### config.mk
export PLATFORM = sky130hd
export DESIGN_NAME = jk_down_counter_reload
export DESIGN_NICKNAME = d
export VERILOG_FILES = /design/src/rtl/jk_down_counter_reload.sv
export SDC_FILE = /design/constraint.sdc
export NUM_CORES = 1
export LEC_CHECK = 0
export ABC_AREA = 1
export BUFFER_PORTS_ARGS = -buffer_cell sky130_fd_sc_hd__buf_2
export CAP_MARGIN = 20
export CORE_UTILIZATION = 45
export DETAILED_ROUTE_END_ITERATION = 10
export PLACE_DENSITY = 0.72
export SLEW_MARGIN = 10
export SYNTH_ARGS = -nofsm -noshare
export SYNTH_HDL_FRONTEND = slang
export SYNTH_HIERARCHICAL = 1
export SYNTH_SLANG_ARGS = --single-unit
export TNS_END_PERCENT = 10
### constraint.sdc
create_clock -name clock -period 1.7 [get_ports clock]
set_clock_uncertainty 0.15 [all_clocks]
set_input_delay 0 -clock clock [delete_from_list [all_inputs] [get_ports clock]]
set_output_delay 0 -clock clock [all_outputs]
set_load 0.005 [all_outputs]
### src/rtl/jk_down_counter_reload.sv
// jk_down_counter_reload
//   Loadable down counter whose count bits are jkFlipFlop cells.
//   A start value is loaded. The counter then decrements on each enabled clock.
//   At zero it either reloads the captured start value (periodic timer) or
//   stops with done set (one-shot).
//
// Ports
//   clock         in   1      sole clock, rising edge
//   clear         in   1      asynchronous, active-high reset of all state
//   count_enable  in   1      decrement request
//   load          in   1      capture load_value into q and the reload register
//   load_value    in   WIDTH  start/reload value
//   auto_reload   in   1      1 = periodic, 0 = one-shot (sampled at zero)
//   q             out  WIDTH  current count (jkFlipFlop outputs)
//   borrow_out    out  1      combinational: RUN & count_enable & q==0
//   tc_pulse      out  1      registered, one cycle after each zero event
//   done          out  1      registered, high while in DONE
//   state_dbg     out  2      current FSM state (IDLE=0, RUN=1, DONE=2)
//
// Handshake: there is no valid/ready pair. load and count_enable are
// level-sampled requests that are acted on at the rising clock edge where they
// are high. load wins over count_enable.

module jkFlipFlop (
  input  logic clock,
  input  logic clear,
  input  logic j,
  input  logic k,
  output logic q
);
  always_ff @(posedge clock or posedge clear) begin
    if (clear) begin
      q <= 1'b0;
    end else begin
      case ({j, k})
        2'b10:   q <= 1'b1;
        2'b01:   q <= 1'b0;
        2'b11:   q <= ~q;
        default: q <= q;
      endcase
    end
  end
endmodule

module jk_down_counter_reload #(
  parameter int WIDTH = 4
) (
  input  logic             clock,
  input  logic             clear,
  input  logic             count_enable,
  input  logic             load,
  input  logic [WIDTH-1:0] load_value,
  input  logic             auto_reload,
  output logic [WIDTH-1:0] q,
  output logic             borrow_out,
  output logic             tc_pulse,
  output logic             done,
  output logic [1:0]       state_dbg
);

  typedef enum logic [1:0] {
    IDLE = 2'd0,
    RUN  = 2'd1,
    DONE = 2'd2
  } state_t;

  state_t           state, state_next;
  logic [WIDTH-1:0] reload_reg;
  logic [WIDTH-1:0] j_vec, k_vec;
  logic [WIDTH-1:0] low_zero;
  logic             q_zero, run_en, zero_event, decrement, do_reload;

  assign q_zero     = (q == '0);
  assign run_en     = (state == RUN) && count_enable;
  assign zero_event = !load && run_en && q_zero;
  assign decrement  = !load && run_en && !q_zero;
  assign do_reload  = zero_event && auto_reload;
  assign borrow_out = run_en && q_zero;
  assign state_dbg  = state;

  // A bit toggles on decrement exactly when every lower bit is zero
  // (it is being borrowed from).
  genvar gi;
  generate
    for (gi = 0; gi < WIDTH; gi++) begin : g_bit
      if (gi == 0) begin : g_lsb
        assign low_zero[gi] = 1'b1;
      end else begin : g_upper
        assign low_zero[gi] = ~|q[gi-1:0];
      end

      jkFlipFlop u_ff (
        .clock (clock),
        .clear (clear),
        .j     (j_vec[gi]),
        .k     (k_vec[gi]),
        .q     (q[gi])
      );
    end
  endgenerate

  // JK drive: set/reset to a value for load or reload, toggle for decrement,
  // J=K=0 to hold (which also holds q at 0 in IDLE and DONE).
  always_comb begin
    j_vec = '0;
    k_vec = '0;
    if (load) begin
      j_vec = load_value;
      k_vec = ~load_value;
    end else if (do_reload) begin
      j_vec = reload_reg;
      k_vec = ~reload_reg;
    end else if (decrement) begin
      j_vec = low_zero;
      k_vec = low_zero;
    end
  end

  always_comb begin
    state_next = state;
    if (load) begin
      state_next = RUN;
    end else begin
      case (state)
        IDLE:    state_next = IDLE;
        RUN:     if (zero_event && !auto_reload) state_next = DONE;
        DONE:    state_next = DONE;
        default: state_next = IDLE;
      endcase
    end
  end

  always_ff @(posedge clock or posedge clear) begin
    if (clear) begin
      state      <= IDLE;
      reload_reg <= '0;
      tc_pulse   <= 1'b0;
      done       <= 1'b0;
    end else begin
      state    <= state_next;
      tc_pulse <= zero_event;
      done     <= (state_next == DONE);
      if (load) begin
        reload_reg <= load_value;
      end
    end
  end

endmodule

==> results of run 1 <==
==> where the power goes <==
group	internal, mW	switching, mW
registers	0.352	0.0818
logic	0.223	0.243
clock network	0.0819	0.0903
==> stage by stage <==
step / total power, mW / area (um^2) / hold slack, ns / instances / TNS [ns]
after global routing: 1.15 / 1030 / 0.00182 / 142 / -0.116
after floorplan: 0.702 / 742 / -0.421 / 92 / 0
final: 1.07 / 1030 / 0.00616 / 142 / 0
after detailed placement: 0.850 / 870 / -0.257 / 128 / -0.0955
after CTS: 1.05 / 990 / 0.00204 / 140 / 0
after global placement: 0.836 / 870 / -0.258 / 128 / 0
==> what timing repair did <==
action	4_1_cts	5_1_grt
pin swaps	1	2
endpoints found under the hold margin	21	0
buffers inserted	0	2
hold buffers	9	0
gates resized for setup	2	5
setup endpoints to repair	4	5
==> cells by family (layout without fill, tap and decap cells) <==
family,count (synthesis),in the layout,share of synthesized area [%]
fa+ha+maj,2,2,3.37
compound gates,14,14,15.5
buf+inv,26,60,13.7
simple gates,38,38,27.0
flops,12,12,40.5
==> per-layer routing <==
metal	GRT usage, %	up-vias	share of wire, %
met4	9.38	0	0.87
met5	0	-	0
li1	-	351	-
met1	23.8	314	49
met2	28.0	15	46
met3	3.88	2	3.7
==> cell usage in the layout (no fill, tap or decap), drive strengths merged <==
master / netlist / routed
or2: 2 / 2
nor3: 1 / 1
o211ai: 6 / 6
ha: 2 / 2
clkinv: 2 / 2
nand3: 2 / 2
clkbuf: 0 / 3
nor2: 7 / 7
dlygate4sd3: 0 / 9
dfrtp: 12 / 12
a21oi: 1 / 1
o21ai: 7 / 7
nand2: 25 / 25
nand4: 1 / 1
buf: 1 / 23
inv: 23 / 23
==> area by class of cell <==
class	instances	area share, %
clock buffers	3	2.20
inverters	25	9.15
repair buffers	32	21.5
multi-input cells	54	36.0
well taps	16	1.95
flip-flops and latches	12	29.3
==> worst min-delay path by stage <==
stage / start / endpoint / slack, ns
6_report: clear / g_bit[0].u_ff/q$_DFFE_PP0P_ / 0.006
3_5_place_dp: clear / g_bit[0].u_ff/q$_DFFE_PP0P_ / -0.26
2_1_floorplan: clear / g_bit[0].u_ff/q$_DFFE_PP0P_ / -0.42
4_1_cts: clear / g_bit[0].u_ff/q$_DFFE_PP0P_ / 0.002
5_1_grt: clear / g_bit[0].u_ff/q$_DFFE_PP0P_ / 0.002
3_3_place_gp: clear / g_bit[2].u_ff/q$_DFFE_PP0P_ / -0.26
==> worst min-delay path: stages <==
cell	delay (ns)
dlygate4sd3_1	0.53
buf_2	0.16
inv_1	0.06
==> results.json, run 1 <==
{
  "grt_max_degree": 14,
  "clkSinkCount": 12,
  "grt_pass1_wl_um": 2460,
  "yosys-top-cells-area": "dfrtp_1 (40%), inv_1 (11%), nand2_1 (11%)",
  "first_iter_violations": 6,
  "fp.dieW_um": 42.6,
  "cts.path.max_buffers": 2,
  "wirelength_um": 1500,
  "critPathTopFamily": "simple AND/OR/NAND/NOR gates",
  "hold_class": "primary input to asynchronous set/reset pin",
  "firstDrtPassIters": 4,
  "n_antenna_cell": 0,
  "avgSynthCellArea_um2": 8.06,
  "hold_viol": 0,
  "drtAntennaViolNets": 0,
  "core_um2": 1520,
  "synth_top_area_cell": "dfrtp_1",
  "cp.required_ns": 1.71,
  "num-nets-final": 139,
  "finalSetupViolations": 0,
  "cts_tree": "yes",
  "antenna_found_initial": 0,
  "max_freq_mhz": 605,
  "path_cells": "inv_2 > ha_4 > nand2_4 > nor3_4 > nand2_4 > o211ai_2 > inv_1 > nand2_1 > nand2_1",
  "critPathLaunchType": "flop",
  "reg2reg_from": "state_dbg[1]$_DFF_PP0_",
  "portBuffers": 17,
  "worst_slew_pin_slew_ns": 0.316,
  "cts_buffers": 3,
  "synth_edf_count": 0,
  "path_depth": 9,
  "drc_errors": 0,
  "maxCapViolCount": 0,
  "r2r-end": "g_bit[0].u_ff/q$_DFFE_PP0P_",
  "via_per_inst": 4.80,
  "yosysUniqueCellTypes": 20,
  "area_growth_pct": 38.3,
  "ys.flop_type": "dfrtp_1",
  "place_ws_ns": -0.0285,
  "r2r_slack_ns": 0.05,
  "end_kind": "flop",
  "die_y_um": 42.6,
  "post_synth_inst_count": 92,
  "h-tree-depth": 1,
  "crit_arrival_ns": 1.67,
  "register_area_um2": 300,
  "yosys.area.top_type_share_pct": 40.5,
  "place_congestion": 0.819,
  "period_needed_ns": 1.65,
  "ys_seq_area_share_pct": 40.5,
  "drive_gt1_share_pct": 35.7,
  "cp_slowest_cell": "dfrtp_1",
  "start_util_pct": 48.7,
  "synth_area_um2": 742,
  "grt_usage_pct": 18.1,
  "async_flop_share_pct": 100,
  "syn_nets": 103,
  "crit_type": "flop to flop",
  "dpl.hpwl_um": 1100,
  "clk_latency_ns": 0.27,
  "cts-root-buf": "clkbuf_4",
  "io_pins": 18,
  "multi_input_area_um2": 369,
  "ir_worst_vdd_mv": 0.586,
  "dieArea_um2": 1820,
  "p_per_area_nw_per_um2": 1040,
  "critPathMaxFanout": 5,
  "postLayoutCoreUtil_pct": 67.3,
  "endpoint": "g_bit[0].u_ff/q$_DFFE_PP0P_",
  "grt_pass1_vias": 629,
  "min_period_over_period_pct": 97.2,
  "report.final.slew_viol_count": 0,
  "routed-via-count": 682,
  "status": "complete, no violations",
  "fin_ws_ns": 0.0474,
  "p_leak_nw": 0.599,
  "avgRoutedWirePerCell_um": 10.5,
  "row_count": 14,
  "synth_seq_cells": 12,
  "max_stage_delay_ns": 0.39,
  "critPathBufInv": 2,
  "yosysWarnings": 6,
  "synth_commonest_cells": "inv_1 (22), nand2_1 (22), dfrtp_1 (12), o21ai_1 (7), o211ai_2 (6)",
  "rr_worst_depth": 9,
  "rsz0062_at_grt": "yes",
  "fill_cells": 139,
  "clkTransAtPathRegs_ns": 0.07,
  "startpoint": "state_dbg[1]$_DFF_PP0_",
  "slew_headroom_pct": 78.9,
  "grt_overflow": 0
}
Power figures use the tool's default switching activity.
==> run 2, diff against run 1 <==
CORE_UTILIZATION = 35   (was 45)
PLACE_DENSITY = unset   (was 0.72)
==> run 2 against run 1 <==
  * Clock power rose by 35%
  * Highest routed layer unchanged
  * Sequential share of layout area fell by 1.2 points
  * Critical endpoint unchanged
  * Sequential cell count unchanged
  * Die area increased by 27%
  * Critical path type unchanged
==> results.json, run 2 (synthesized netlist as in run 1, its figures left out) <==
{
  "status": "complete, no violations",
  "portBuffers": 17,
  "p_leak_nw": 0.617,
  "row_count": 16,
  "hold_viol": 0,
  "ir_worst_vdd_mv": 0.754,
  "crit_arrival_ns": 1.68,
  "max_freq_mhz": 603,
  "start_util_pct": 37.4,
  "worstHoldStart": "auto_reload",
  "worstHoldPathCells": 5,
  "io_pins": 18,
  "clk_latency_ns": 0.27,
  "grt_pass1_vias": 567,
  "wirelength_um": 1710,
  "final_common_cell": "nand2_1",
  "grt_max_degree": 14,
  "postLayoutCoreUtil_pct": 54.2,
  "rsz0062_at_grt": "yes",
  "avgRoutedWirePerCell_um": 11.0,
  "cts_buffers": 3,
  "dpl.hpwl_um": 1190,
  "clkTransAtPathRegs_ns": 0.08,
  "fill_cells": 180,
  "placed_area_um2": 883,
  "slew_headroom_pct": 78.0,
  "via_per_inst": 4.37,
  "cts.path.max_buffers": 2,
  "hold_class": "primary input to flop",
  "routed-via-count": 682,
  "stdcell_count": 156,
  "worst_slew_pin_slew_ns": 0.330,
  "core_um2": 1980,
  "crit_type": "flop to flop",
  "r2r_slack_ns": 0.04,
  "fp.dieW_um": 48.0,
  "min_period_over_period_pct": 97.6,
  "maxCapViolCount": 0,
  "final_cell_mix": "nand2_1 (22), inv_1 (21), buf_2 (17)",
  "hold_end": "g_bit[1].u_ff/q$_DFFE_PP0P_",
  "reg2reg_from": "state_dbg[1]$_DFF_PP0_",
  "grt_usage_pct": 16.3,
  "antenna_found_initial": 0,
  "critPathLaunchType": "flop",
  "rr_worst_depth": 9,
  "place_congestion": 0.810,
  "cts_tree": "yes",
  "grt_use_met3_pct": 3.40,
  "dieArea_um2": 2310,
  "grt_pass1_wl_um": 2550,
  "end_kind": "flop",
  "p_per_area_nw_per_um2": 1070,
  "period_needed_ns": 1.66,
  "use_met1_pct": 23.6,
  "area_growth_pct": 44.9,
  "n_antenna_cell": 0,
  "use_met2_pct": 24.3,
  "busiest_layer": "met2",
  "first_iter_violations": 15,
  "critPathMaxFanout": 5,
  "cts-root-buf": "clkbuf_4",
  "report.final.slew_viol_count": 0,
  "clkSinkCount": 12,
  "final_cell_area_um2": 1070,
  "r2r-end": "g_bit[0].u_ff/q$_DFFE_PP0P_",
  "drtAntennaViolNets": 0,
  "cp.required_ns": 1.72,
  "drive_gt1_share_pct": 36.4,
  "drc_errors": 0,
  "num-nets-final": 141,
  "grt_overflow": 0,
  "h-tree-depth": 1,
  "dp.cells": 139,
  "hold_slack_ns": 0.0503,
  "die_y_um": 48.0,
  "finalSetupViolations": 0,
  "firstDrtPassIters": 4
}
-- run 2: what timing repair did --
action / CTS / global route
buffers inserted: 0 / 2
hold buffers: 11 / 0
pin swaps: 1 / 4
endpoints found under the setup margin: 3 / 4
resized for setup: 1 / 7
endpoints found under the hold margin: 21 / 0
-- run 2: where the power goes --
| part | switching [mW] | internal, mW | total (mW) |
|---|---|---|---|
| clock | 0.103 | 0.130 | 0.233 |
| sequential | 0.0750 | 0.354 | 0.429 |
| combinational | 0.260 | 0.233 | 0.492 |
-- run 2: metrics by stage --
stage	power [mW]	setup WS, ns	TNS [ns]
CTS	1.12	-0.0325	-0.0325
global placement	0.855	0.0142	0
finish	1.15	0.0408	0
global route	1.24	-0.0812	-0.227
floorplan	0.702	0.0218	0
detailed placement	0.868	-0.0378	-0.0427
-- run 2: worst max path at each step --
stage	from	to	slack, ns	cells after the start
after floorplan	state_dbg[1]$_DFF_PP0_	g_bit[3].u_ff/q$_DFFE_PP0P_	0.02	10
after global placement	state_dbg[1]$_DFF_PP0_	g_bit[3].u_ff/q$_DFFE_PP0P_	0.01	10
after detailed placement	state_dbg[1]$_DFF_PP0_	g_bit[3].u_ff/q$_DFFE_PP0P_	-0.04	10
after CTS	state_dbg[1]$_DFF_PP0_	g_bit[3].u_ff/q$_DFFE_PP0P_	-0.03	10
after global routing	state_dbg[1]$_DFF_PP0_	g_bit[0].u_ff/q$_DFFE_PP0P_	-0.08	9
final	state_dbg[1]$_DFF_PP0_	g_bit[0].u_ff/q$_DFFE_PP0P_	0.04	9
-- run 2: routing by layer --
layer	vias to the layer above	wire, um
met2	16	831
met3	2	68
li1	352	-
met5	-	0
met4	0	7
met1	312	804
-- run 2: critical path: stages (launching register included) --
cell,delay (ns)
dfrtp_1,0.40
inv_2,0.09
ha_4,0.14
nand2_4,0.07
nor3_4,0.29
nand2_4,0.13
o211ai_2,0.14
inv_1,0.05
nand2_1,0.05
nand2_1,0.05
-- run 2: cell type report --
type	instances	area, um^2	area share [%]
clock buffers	4	36.3	3.38
multi-input cells	54	369	34.3
flip-flops and latches	12	302	28.1
repair buffers	34	240	22.4
well taps	27	33.8	3.14
inverters	25	93.8	8.73
==> run 3, diff against run 2 <==
--- a/config.mk
+++ b/config.mk
@@ -9,6 +9,10 @@
 export BUFFER_PORTS_ARGS = -buffer_cell sky130_fd_sc_hd__buf_2
 export CAP_MARGIN = 20
-export CORE_UTILIZATION = 35
+export CELL_PAD_IN_SITES_DETAIL_PLACEMENT = 2
+export CELL_PAD_IN_SITES_GLOBAL_PLACEMENT = 2
+export CORE_ASPECT_RATIO = 0.75
+export CORE_UTILIZATION = 26
 export DETAILED_ROUTE_END_ITERATION = 10
+export PLACE_DENSITY_LB_ADDON = 0.1
 export SLEW_MARGIN = 10
 export SYNTH_ARGS = -nofsm -noshare
--- a/constraint.sdc
+++ b/constraint.sdc
@@ -3,3 +3,3 @@
 set_input_delay 0 -clock clock [delete_from_list [all_inputs] [get_ports clock]]
 set_output_delay 0 -clock clock [all_outputs]
-set_load 0.005 [all_outputs]
+set_load 0.1 [all_outputs]
==> run 3 against run 2 <==
  * Combinational power up 110%
  * Via count up 3.5%
  * Sequential share of layout area up 0.45 points
  * Maximum frequency down 3.0%
  * Largest power group unchanged
  * Sequential power up 5.8%
  * Count of clock-buffer cells in the layout unchanged
  * Largest cell class unchanged
  * Register-to-register slack worse by 0.05 ns
  * Non-clock buffer count down 4
  * The run now ends with hold timing, setup timing left
  * Clock power up 35%
  * Global-route usage down 0.97 points
  * Worst setup slack worse by 0.051 ns
  * Routed wire length up 22%
  * Critical path type unchanged
==> results.json, run 3 (synthesized netlist as in run 1, its figures left out) <==
{
  "report.final.slew_viol_count": 0,
  "min_period_over_period_pct": 101,
  "hold_end": "tc_pulse$_DFF_PP0_",
  "place_congestion": 0.699,
  "final_common_cell": "nand2_1",
  "r2r-end": "g_bit[3].u_ff/q$_DFFE_PP0P_",
  "rr_worst_depth": 10,
  "reg2reg_from": "state_dbg[1]$_DFF_PP0_",
  "avgRoutedWirePerCell_um": 13.0,
  "dpl.hpwl_um": 1670,
  "firstDrtPassIters": 2,
  "cts_tree": "yes",
  "antenna_found_initial": 0,
  "io_pins": 18,
  "drive_gt1_share_pct": 44.0,
  "critPathMaxFanout": 3,
  "max_freq_mhz": 585,
  "failed_checks": "hold timing, setup timing",
  "row_count": 16,
  "routed-via-count": 706,
  "drc_errors": 0,
  "maxCapViolCount": 0,
  "fin_ws_ns": -0.0102,
  "cts_hold_buf": 5,
  "period_needed_ns": 1.71,
  "core_um2": 2660,
  "power.total_mw": 1.81,
  "portBuffers": 17,
  "hold_slack_ns": -0.0852,
  "postLayoutCoreUtil_pct": 41.2,
  "crit_type": "flop to flop",
  "cts_buffers": 3,
  "die_y_um": 48.3,
  "crit_arrival_ns": 1.70,
  "h-tree-depth": 1,
  "first_iter_violations": 3,
  "clk_latency_ns": 0.24,
  "finalSetupViolations": 1,
  "post_cts_buffers": 0,
  "grt_usage_pct": 15.4,
  "ir_worst_vdd_mv": 0.765,
  "worstHoldStart": "count_enable",
  "final_cell_mix": "nand2_1 (22), inv_1 (21), buf_2 (16)",
  "clkSinkCount": 12,
  "cp.required_ns": 1.69,
  "cts-root-buf": "clkbuf_8",
  "dieArea_um2": 3070,
  "r2r_slack_ns": -0.01,
  "grt_max_degree": 14,
  "worstHoldPathCells": 3,
  "num-nets-final": 137,
  "critPathLaunchType": "flop",
  "p_leak_nw": 0.607,
  "setup_tns_ns": -0.0102,
  "end_kind": "flop",
  "fp.dieW_um": 63.7,
  "wirelength_um": 2090,
  "status": "finished with violations",
  "grt_overflow": 0,
  "drtAntennaViolNets": 0,
  "p_per_area_nw_per_um2": 1650,
  "cts.path.max_buffers": 2,
  "worst_slew_pin_slew_ns": 0.491,
  "clkTransAtPathRegs_ns": 0.06,
  "hold_viol": 1,
  "via_per_inst": 4.39,
  "slew_headroom_pct": 67.5,
  "dp.cells": 152,
  "start_util_pct": 27.9,
  "rsz0062_at_grt": "yes",
  "n_antenna_cell": 0,
  "area_growth_pct": 47.9,
  "stdcell_count": 161,
  "hold_class": "primary input to flop",
  "grt_pass1_vias": 702,
  "grt_pass1_wl_um": 3330
}
## run 3: how the worst max path moves through the flow
stage	slack (ns)	end	cells past startpoint	start
2_1_floorplan	-0.17	g_bit[3].u_ff/q$_DFFE_PP0P_	10	state_dbg[1]$_DFF_PP0_
3_3_place_gp	0.01	g_bit[2].u_ff/q$_DFFE_PP0P_	9	state_dbg[1]$_DFF_PP0_
3_5_place_dp	-0.03	g_bit[2].u_ff/q$_DFFE_PP0P_	9	state_dbg[1]$_DFF_PP0_
4_1_cts	-0.03	g_bit[3].u_ff/q$_DFFE_PP0P_	10	state_dbg[1]$_DFF_PP0_
5_1_grt	-0.12	g_bit[0].u_ff/q$_DFFE_PP0P_	9	state_dbg[1]$_DFF_PP0_
6_report	-0.01	g_bit[3].u_ff/q$_DFFE_PP0P_	10	state_dbg[1]$_DFF_PP0_
## run 3: per-stage QoR
| step | cell area [um^2] | setup slack [ns] |
|---|---|---|
| floorplan | 785 | -0.168 |
| global placement | 982 | 0.0118 |
| detailed placement | 982 | -0.0342 |
| CTS | 1090 | -0.0277 |
| global route | 1100 | -0.125 |
| finish | 1100 | -0.0102 |
## run 3: power by group
group | internal (mW) | switching [mW] | leakage (nW)
Clock | 0.205 | 0.110 | 0.0288
Combinational | 0.272 | 0.765 | 0.436
Sequential | 0.368 | 0.0856 | 0.142
## run 3: worst max-delay path, cell delays in order, from the launching register on
cell	delay [ns]
dfrtp_4	0.48
inv_4	0.07
ha_4	0.13
nand2_4	0.07
nor2_4	0.11
nand3_2	0.10
or2_4	0.25
o211ai_2	0.07
inv_1	0.06
nand2_1	0.05
nand2_1	0.05
## run 3: final cells by class
cell class | instances | area [um^2]
Fill cell | 322 | 1570
Multi-Input combinational cell | 54 | 378
Sequential cell | 12 | 313
Timing Repair Buffer | 30 | 210
Inverter | 25 | 96.3
Clock buffer | 4 | 55.1
Tap cell | 36 | 45.0
## run 3: routing by layer
layer  GRT usage [%]  wire length (um)  up-vias
li1                -                 -      347
met1            19.0              1010      345
met2            28.1              1020       14
met3            3.50                65        0
met4            4.09                 0        0
met5               0                 0        -
## run 3: repair_timing
| item | CTS | global route |
|---|---|---|
| endpoints found under the hold margin | 21 | 1 |
| endpoints found under the setup margin | 4 | 5 |
| gates resized for setup | 2 | 2 |
| pin swaps | 1 | 0 |
